[src/rtl/axil_write_responder_if.sv]
// AXI4-Lite write-channel bundle (AW, W, B) between a master and the responder.
interface axil_write_responder_if #(
  parameter int unsigned ADDR_WIDTH = 32,
  parameter int unsigned DATA_WIDTH = 32
);
  localparam int unsigned STRB_WIDTH = DATA_WIDTH / 8;

  logic [ADDR_WIDTH-1:0] s_awaddr;
  logic                  s_awvalid;
  logic                  s_awready;
  logic [DATA_WIDTH-1:0] s_wdata;
  logic [STRB_WIDTH-1:0] s_wstrb;
  logic                  s_wvalid;
  logic                  s_wready;
  logic [1:0]            s_bresp;
  logic                  s_bvalid;
  logic                  s_bready;

  modport master (
    output s_awaddr, s_awvalid, s_wdata, s_wstrb, s_wvalid, s_bready,
    input  s_awready, s_wready, s_bresp, s_bvalid
  );

  modport slave (
    input  s_awaddr, s_awvalid, s_wdata, s_wstrb, s_wvalid, s_bready,
    output s_awready, s_wready, s_bresp, s_bvalid
  );
endinterface

[src/rtl/axil_write_responder.sv]
// AXI4-Lite write endpoint: collects AW and W in any order, issues one register
// write strobe, then returns OKAY/SLVERR on B. One transaction in flight.
module axil_write_responder #(
  parameter int unsigned ADDR_WIDTH = 32,
  parameter int unsigned DATA_WIDTH = 32,
  parameter int unsigned NUM_REGS   = 8,
  parameter int unsigned IDX_WIDTH  = $clog2(NUM_REGS)
) (
  input  logic                    aclk,
  input  logic                    aresetn,
  axil_write_responder_if.slave   s,
  output logic                    reg_wr_en,
  output logic [IDX_WIDTH-1:0]    reg_wr_idx,
  output logic [DATA_WIDTH-1:0]   reg_wr_data,
  output logic [DATA_WIDTH/8-1:0] reg_wr_strb,
  input  logic                    reg_wr_err
);
  localparam int unsigned STRB_WIDTH = DATA_WIDTH / 8;
  localparam logic [ADDR_WIDTH-1:0] ADDR_LIMIT = ADDR_WIDTH'(NUM_REGS * 4);
  localparam logic [1:0] RESP_OKAY   = 2'b00;
  localparam logic [1:0] RESP_SLVERR = 2'b10;

  typedef enum logic [1:0] {COLLECT, WRITE, RESP} state_t;

  state_t                state;
  logic                  aw_held;
  logic                  w_held;
  logic [ADDR_WIDTH-1:0] aw_addr_q;
  logic [DATA_WIDTH-1:0] w_data_q;
  logic [STRB_WIDTH-1:0] w_strb_q;

  logic                  aw_hs;
  logic                  w_hs;
  logic                  aw_held_n;
  logic                  w_held_n;
  logic [ADDR_WIDTH-1:0] addr_n;
  logic [DATA_WIDTH-1:0] data_n;
  logic [STRB_WIDTH-1:0] strb_n;
  logic                  in_range_n;

  // Handshake detection and the address/data seen once this edge's handshakes land.
  always_comb begin
    aw_hs      = 1'b0;
    w_hs       = 1'b0;
    aw_held_n  = aw_held;
    w_held_n   = w_held;
    addr_n     = aw_addr_q;
    data_n     = w_data_q;
    strb_n     = w_strb_q;
    in_range_n = 1'b0;
    if (state == COLLECT) begin
      aw_hs = s.s_awvalid && s.s_awready;
      w_hs  = s.s_wvalid && s.s_wready;
    end
    aw_held_n = aw_held || aw_hs;
    w_held_n  = w_held || w_hs;
    if (!aw_held) addr_n = s.s_awaddr;
    if (!w_held) begin
      data_n = s.s_wdata;
      strb_n = s.s_wstrb;
    end
    in_range_n = (addr_n < ADDR_LIMIT);
  end

  // Collect/write/respond sequencer with all bus and backend outputs registered.
  always_ff @(posedge aclk or negedge aresetn) begin
    if (!aresetn) begin
      state       <= COLLECT;
      aw_held     <= 1'b0;
      w_held      <= 1'b0;
      aw_addr_q   <= '0;
      w_data_q    <= '0;
      w_strb_q    <= '0;
      s.s_awready <= 1'b0;
      s.s_wready  <= 1'b0;
      s.s_bvalid  <= 1'b0;
      s.s_bresp   <= RESP_OKAY;
      reg_wr_en   <= 1'b0;
      reg_wr_idx  <= '0;
      reg_wr_data <= '0;
      reg_wr_strb <= '0;
    end else begin
      case (state)
        COLLECT: begin
          if (aw_hs) begin
            aw_held   <= 1'b1;
            aw_addr_q <= s.s_awaddr;
          end
          if (w_hs) begin
            w_held   <= 1'b1;
            w_data_q <= s.s_wdata;
            w_strb_q <= s.s_wstrb;
          end
          s.s_awready <= !aw_held_n;
          s.s_wready  <= !w_held_n;
          if (aw_held_n && w_held_n) begin
            state       <= WRITE;
            reg_wr_en   <= in_range_n;
            reg_wr_idx  <= addr_n[IDX_WIDTH+1:2];
            reg_wr_data <= data_n;
            reg_wr_strb <= strb_n;
          end
        end
        WRITE: begin
          // reg_wr_en doubles as the in-range flag for this cycle.
          reg_wr_en  <= 1'b0;
          s.s_bvalid <= 1'b1;
          s.s_bresp  <= (reg_wr_en && !reg_wr_err) ? RESP_OKAY : RESP_SLVERR;
          state      <= RESP;
        end
        RESP: begin
          if (s.s_bready) begin
            s.s_bvalid <= 1'b0;
            aw_held    <= 1'b0;
            w_held     <= 1'b0;
            state      <= COLLECT;
          end
        end
        default: state <= COLLECT;
      endcase
    end
  end
endmodule

[src/flat_wrapper.sv]
// flat-port wrapper written by rule: the top's interface ports become plain ports
module axil_write_responder_flat 
#(
  parameter int unsigned ADDR_WIDTH = 32,
  parameter int unsigned DATA_WIDTH = 32,
  parameter int unsigned NUM_REGS   = 8,
  parameter int unsigned IDX_WIDTH  = $clog2(NUM_REGS)
)
  (aclk, aresetn, reg_wr_en, reg_wr_idx, reg_wr_data, reg_wr_strb, reg_wr_err, s_s_awaddr, s_s_awvalid, s_s_wdata, s_s_wstrb, s_s_wvalid, s_s_bready, s_s_awready, s_s_wready, s_s_bresp, s_s_bvalid);
  axil_write_responder_if #(.ADDR_WIDTH(ADDR_WIDTH), .DATA_WIDTH(DATA_WIDTH)) s_i ();
  input  logic aclk;
  input  logic aresetn;
  output logic reg_wr_en;
  output logic [IDX_WIDTH-1:0] reg_wr_idx;
  output logic [DATA_WIDTH-1:0] reg_wr_data;
  output logic [DATA_WIDTH/8-1:0] reg_wr_strb;
  input  logic reg_wr_err;
  input wire logic [$bits(s_i.s_awaddr)-1:0] s_s_awaddr;
  input wire logic [$bits(s_i.s_awvalid)-1:0] s_s_awvalid;
  input wire logic [$bits(s_i.s_wdata)-1:0] s_s_wdata;
  input wire logic [$bits(s_i.s_wstrb)-1:0] s_s_wstrb;
  input wire logic [$bits(s_i.s_wvalid)-1:0] s_s_wvalid;
  input wire logic [$bits(s_i.s_bready)-1:0] s_s_bready;
  output wire logic [$bits(s_i.s_awready)-1:0] s_s_awready;
  output wire logic [$bits(s_i.s_wready)-1:0] s_s_wready;
  output wire logic [$bits(s_i.s_bresp)-1:0] s_s_bresp;
  output wire logic [$bits(s_i.s_bvalid)-1:0] s_s_bvalid;
  assign s_i.s_awaddr = s_s_awaddr;
  assign s_i.s_awvalid = s_s_awvalid;
  assign s_i.s_wdata = s_s_wdata;
  assign s_i.s_wstrb = s_s_wstrb;
  assign s_i.s_wvalid = s_s_wvalid;
  assign s_i.s_bready = s_s_bready;
  assign s_s_awready = s_i.s_awready;
  assign s_s_wready = s_i.s_wready;
  assign s_s_bresp = s_i.s_bresp;
  assign s_s_bvalid = s_i.s_bvalid;
  axil_write_responder #(.ADDR_WIDTH(ADDR_WIDTH), .DATA_WIDTH(DATA_WIDTH), .NUM_REGS(NUM_REGS), .IDX_WIDTH(IDX_WIDTH)) u_core (.aclk(aclk), .aresetn(aresetn), .s(s_i), .reg_wr_en(reg_wr_en), .reg_wr_idx(reg_wr_idx), .reg_wr_data(reg_wr_data), .reg_wr_strb(reg_wr_strb), .reg_wr_err(reg_wr_err));
endmodule
[config.mk]
export PLATFORM = sky130hd
export DESIGN_NAME = axil_write_responder_flat
export DESIGN_NICKNAME = d
export VERILOG_FILES = /design/src/rtl/axil_write_responder_if.sv /design/src/rtl/axil_write_responder.sv /design/src/flat_wrapper.sv
export SDC_FILE = /design/constraint.sdc
export NUM_CORES = 1
export LEC_CHECK = 0
export ABC_AREA = 0
export CAP_MARGIN = 5
export CORE_ASPECT_RATIO = 1.5
export CORE_MARGIN = 1
export CORE_UTILIZATION = 49
export CTS_BUF_LIST = sky130_fd_sc_hd__clkbuf_16
export CTS_CLUSTER_DIAMETER = 60
export DETAILED_ROUTE_END_ITERATION = 10
export GPL_TIMING_DRIVEN = 0
export HOLD_SLACK_MARGIN = 0.03
export PLACE_DENSITY = 0.79
export SYNTH_ARGS = -nofsm -noshare
export SYNTH_HDL_FRONTEND = slang
export SYNTH_SLANG_ARGS = --single-unit
[constraint.sdc]
create_clock -name aclk -period 1.8 [get_ports aclk]
set_input_delay 0.27 -clock aclk [delete_from_list [all_inputs] [get_ports aclk]]
set_output_delay 0.27 -clock aclk [all_outputs]
set_load 0.01 [all_outputs]
---- Word-level counts from Yosys, hierarchy flattened ----
Cells that the tools add are included.
storage, ports and cells
  register bits after elaboration ......... 117
  output and inout bits ................... 45
cells by class
  magnitude comparators ................... 1
  equal/unequal tests ..................... 6
  mux-type cells .......................... 17
  reductions and logical operators ........ 21
operators with widths
  operator               number
  $mux W32               2
  $lt A32 B6 Y1 const B  1
  $reduce_and A2 Y1      6
  $pmux W1 S2            4
  $mux W1                6
  $mux W2                3
  $pmux W2 S3            1
  $reduce_and A3 Y1      2
  $reduce_bool A2 Y1     3
  $logic_and A1 B1 Y1    4
  $mux W4                1
  $ne A2 B1 Y1 const B   2
  $ne A2 B2 Y1 const B   2
  $logic_not A1 Y1       3
  $eq A2 B1 Y1 const B   1
  $eq A2 B2 Y1 const B   1
  $logic_not A2 Y1       1
  $logic_or A1 B1 Y1     2

---- Depth between registers and ports, before layout ----
  depth in word-level cells ............... 6
  gate-level depth with buffers ........... 6
  gate-level depth less buffers ........... 4

---- Least setup slack after synthesis ----
Ideal clock, no wire load.
  kind .................................... register to register
  start ................................... reg u_core.state[1]
  end ..................................... reg u_core.w_data_q[10]
  data arrival time ....................... 1.488 ns
  required time ........................... 1.675 ns
  setup slack ............................. 0.187 ns
  cell stages (with the launch flop) ...... 6
  path buffers ............................ 2
  cell sequence ........................... dfrtp_1 > nor2_1 > and2_1 > buf_4 > buf_6 > mux2_2
between the ends
  word-level cells in the longest chain between the ends .. 3
ends and longest elaborated chain
  item                           RTL line                                                source
  from (decl)                    axil_write_responder.sv:25                              state_t state;
  from (signal assigned)         axil_write_responder.sv:68                              state <= COLLECT;
  from (signal assigned)         axil_write_responder.sv:97                              state <= WRITE;
  from (signal assigned)         axil_write_responder.sv:109                             state <= RESP;
  $logic_not A2 Y1 *             axil_write_responder.sv:51, axil_write_responder.sv:83
  $mux W1                        axil_write_responder.sv:51                              if (state == COLLECT) begin
  $reduce_and A2 Y1 (no line) *  n/a
  to (signal assigned)           axil_write_responder.sv:91                              w_data_q <= s.s_wdata;
  to (decl)                      axil_write_responder.sv:29                              logic [DATA_WIDTH-1:0] w_data_q;
Every way passes the cells marked *; elsewhere a longest branch is shown, timed or not.
A chain may end at the register's enable or synchronous reset.

---- Worst setup path in the final report ----
  start ................................... reg u_core.state[1]
  end ..................................... reg u_core.reg_wr_en
between the ends
  word-level cells in the longest chain between the ends .. 6
ends and longest elaborated chain
  item                                          RTL line                                                source
  $logic_not A2 Y1                              axil_write_responder.sv:51, axil_write_responder.sv:83
  $mux W1                                       axil_write_responder.sv:51
  $logic_or A1 B1 Y1, on equally long branches  axil_write_responder.sv:55, axil_write_responder.sv:56
  $logic_and A1 B1 Y1                           axil_write_responder.sv:96                              if (aw_held_n && w_held_n) begin
  $ne A2 B2 Y1 (no line)                        n/a
  $reduce_and A2 Y1 (no line)                   n/a
  to (signal assigned)                          axil_write_responder.sv:98                              reg_wr_en <= in_range_n;
  to (decl)                                     axil_write_responder.sv:12                              output logic reg_wr_en,
Parallel ways exist; a longest one is shown, timed or not.

==> flow_summary.json <==
{
  "drive_above_1_share": 0.239,
  "final_antenna_net_count": 0,
  "synth-xor-area-share": 0,
  "regArea_um2": 2860,
  "crit_chain": "and4bb_1 -> buf_4 -> o221ai_4 -> buf_4 -> buf_6 -> a32o_1",
  "synth_top_family_by_area": "multiplexers",
  "period_minus_slack_ps": 1720,
  "synthTopCellsByArea": "dfrtp_1, mux2_2, mux2i_1, o21ai_0, nand2_1",
  "grt_max_degree": 74,
  "fin_worst_skew_ps": 10.3,
  "muxShareOfSynthArea": 0.238,
  "crit_slowest_cell": "dfrtp_2",
  "cts_tree": "built",
  "grt_pass1_vias": 3715,
  "syn_inst": 372,
  "power_w": 0.0127,
  "endpoint_kind": "register",
  "finalHoldViolations": 0,
  "cp.required_ps": 2080,
  "timing.rr.end": "u_core.reg_wr_en$_DFFE_PN0P_",
  "p_per_area_nw_per_um2": 1870,
  "drtIter0Drc": 100,
  "yosys.area.top_type": "dfrtp_1",
  "io_buffers": 115,
  "power_frac_seq": 0.361,
  "ys_warn_count": 0,
  "yosysTopAreaCellShare": 0.592,
  "startpoint_type": "register",
  "ioPinCount": 119,
  "worstRegToRegCells": 6,
  "die_area_um2": 10200,
  "synth_fa_ha_area_frac": 0,
  "post_synth_num_cell_types": 31,
  "r2r_slack_ps": 80,
  "fin_crit_sh": 0.956,
  "relSlewSlack": 0.493,
  "area_growth_pct": 41.5,
  "root_buffer": "clkbuf_16",
  "power_frac_comb": 0.364,
  "chipWidth_um": 83.0,
  "tns_ps": 0,
  "worstSetupPathType": "register to register",
  "grt_pass1_wl_mm": 17.6,
  "status": "finished clean",
  "cts_sinks": 114,
  "grt_use_total": 0.224,
  "p_sw_frac": 0.303,
  "diodes": 0,
  "p_leak_nw": 3.08,
  "slowest_delay_ps": 450,
  "async_reset_ff_frac": 1.00,
  "drt_drc_violations_left": 0,
  "power_switching_w": 0.00385,
  "report.final.slew_viol_count": 0,
  "r2r-start": "u_core.state[1]$_DFFE_PN0P_",
  "syn-cell-area_um2": 4820,
  "place.gp.congestion": 0.795,
  "insertion_delay_ps": 410,
  "synth_compound_gate_area_share": 0.0616,
  "antenna_found_initial": 0,
  "multi_input_area_um2": 1800,
  "crit_top_cell": "buf_4",
  "die_y_um": 123,
  "layout_common_cells": "clkdlybuf4s50_1, dfrtp_1, mux2_2, nand2_1, o21ai_0",
  "nets": 585,
  "synth_edf_count": 0,
  "htree_levels": 4,
  "coreArea_um2": 9630,
  "p_clk_frac": 0.275,
  "clk_pin_slew_ps": 50,
  "cp-startpoint": "u_core.state[1]$_DFFE_PN0P_",
  "maxClockFrequency_mhz": 581,
  "worst_slew_pin_slew_ps": 761,
  "max_cap_viol_count": 0,
  "post-dp-hpwl_mm": 7.60,
  "vdd_drop_max_uv": 1040,
  "synth-seq-cells": 114,
  "initial_core_util": 0.500,
  "avgSynthCellArea_um2": 12.9,
  "std_cell_rows": 44,
  "routedWlPerCell_um": 17.0,
  "n_fill_cell": 695,
  "vias": 3394,
  "p_int_w": 0.00888,
  "ys_seq_area_frac": 0.592,
  "yosys.area_share.simple": 0.0714,
  "setup_violations": 0,
  "final_common_cell": "clkdlybuf4s50_1",
  "cts_made_buffers": 17,
  "syn_nets": 446,
  "ys.flop_type": "dfrtp_1",
  "routed_wl_mm": 10.8,
  "min_path_type": "input pin to asynchronous set/reset pin",
  "worst_ep_arrival_time_ps": 2000,
  "routed_via_density": 5.31,
  "path_max_fanout": 10,
  "grt_overflow": 0,
  "clock_path_buffers": 2,
  "dr.pass1.iters": 4
}
cell families (layout without fill, tap and decap cells):
kind of cell	after synthesis	in the layout
DFF	114	114
other	1	1
AOI/OAI and AO/OA	52	52
muxes	106	106
buffers and inverters	25	177
and+or+nand+nor	74	74
cell usage after synthesis (3+ instances only):
cell type and count:
mux2i_1 39, clkbuf_2 3, a21oi_1 3, nor2_1 5, buf_2 8, o21ai_0 40, nor4_1 10, mux2_2 67
buf_6 8, dfrtp_1 114, nand2_1 46, o21ai_1 3
how the worst max path moves through the flow:
stage	to	slack, ps	depth (start not counted)
after floorplan	u_core.w_data_q[10]$_DFFE_PN0P_	190	5
after global placement	u_core.w_data_q[7]$_DFFE_PN0P_	-3780	1
after CTS	u_core.reg_wr_en$_DFFE_PN0P_	30	6
after global routing	u_core.reg_wr_en$_DFFE_PN0P_	-0.1	6
after detailed placement	u_core.reg_wr_data[9]$_DFFE_PN0P_	-320	6
final	u_core.reg_wr_en$_DFFE_PN0P_	80	6
flip-flops by register name, indices dropped and copies added, names as in the netlist:
name	count
u_core.s.s_bresp	1
u_core.reg_wr_en	1
u_core.s.s_awready	1
u_core.state	2
u_core.s.s_wready	1
u_core.w_strb_q	4
u_core.w_held	1
u_core.aw_addr_q	30
u_core.reg_wr_idx	3
u_core.w_data_q	32
u_core.reg_wr_strb	4
u_core.s.s_bvalid	1
u_core.reg_wr_data	32
u_core.aw_held	1
power groups by stage:
| stage | sequential, W | clock (W) | combinational (W) |
|---|---|---|---|
| 5_1_grt | 0.00475 | 0.00367 | 0.00507 |
| 6_report | 0.00459 | 0.00351 | 0.00463 |
| 2_1_floorplan | 0.00464 | 0 | 0.00260 |
| 3_3_place_gp | 0.00452 | 0 | 0.00442 |
| 4_1_cts | 0.00458 | 0.00356 | 0.00469 |
| 3_5_place_dp | 0.00460 | 0 | 0.00459 |
repair_timing:
| item | 4_1_cts | 5_1_grt |
|---|---|---|
| gates resized for setup | 2 | 6 |
| buffers inserted | 3 | 0 |
| hold buffers | 1 | 0 |
| setup endpoints to repair | 45 | 49 |
| pin swaps | 1 | 0 |
| endpoints found under the hold margin | 41 | 0 |
layer usage:
| layer | track usage | vias to the layer above | share of wire |
|---|---|---|---|
| li1 | - | 1593 | - |
| met1 | 0.252 | 1675 | 0.40 |
| met2 | 0.390 | 105 | 0.52 |
| met3 | 0.0674 | 21 | 0.050 |
| met4 | 0.105 | 0 | 0.023 |
| met5 | 0 | - | 0 |
critical path: cells and delay by family (launching register included):
family | cells | cell delay (ps)
buffers and inverters | 3 | 480
DFF | 1 | 450
AOI/OAI and AO/OA | 2 | 410
and+or+nand+nor | 1 | 260
layout make-up:
type,count,area share
flip-flops and latches,114,0.419
multi-input cells,233,0.265
repair buffers,120,0.177
clock buffers,17,0.0624
clock inverters,15,0.0290
plain buffers,23,0.0253
well taps,115,0.0211
inverters,2,0.00110
per-stage QoR:
stage	setup WS (ps)	util	area (um^2)	std cells	hold slack (ps)
2_1_floorplan	187	-	4820	372	-25.6
3_3_place_gp	-3780	0.634	6110	602	464
3_5_place_dp	-323	0.637	6140	603	295
4_1_cts	27.7	0.706	6800	639	416
5_1_grt	-0.145	0.707	6810	639	460
6_report	79.2	0.707	6810	639	404
Power figures use the tool's default switching activity.
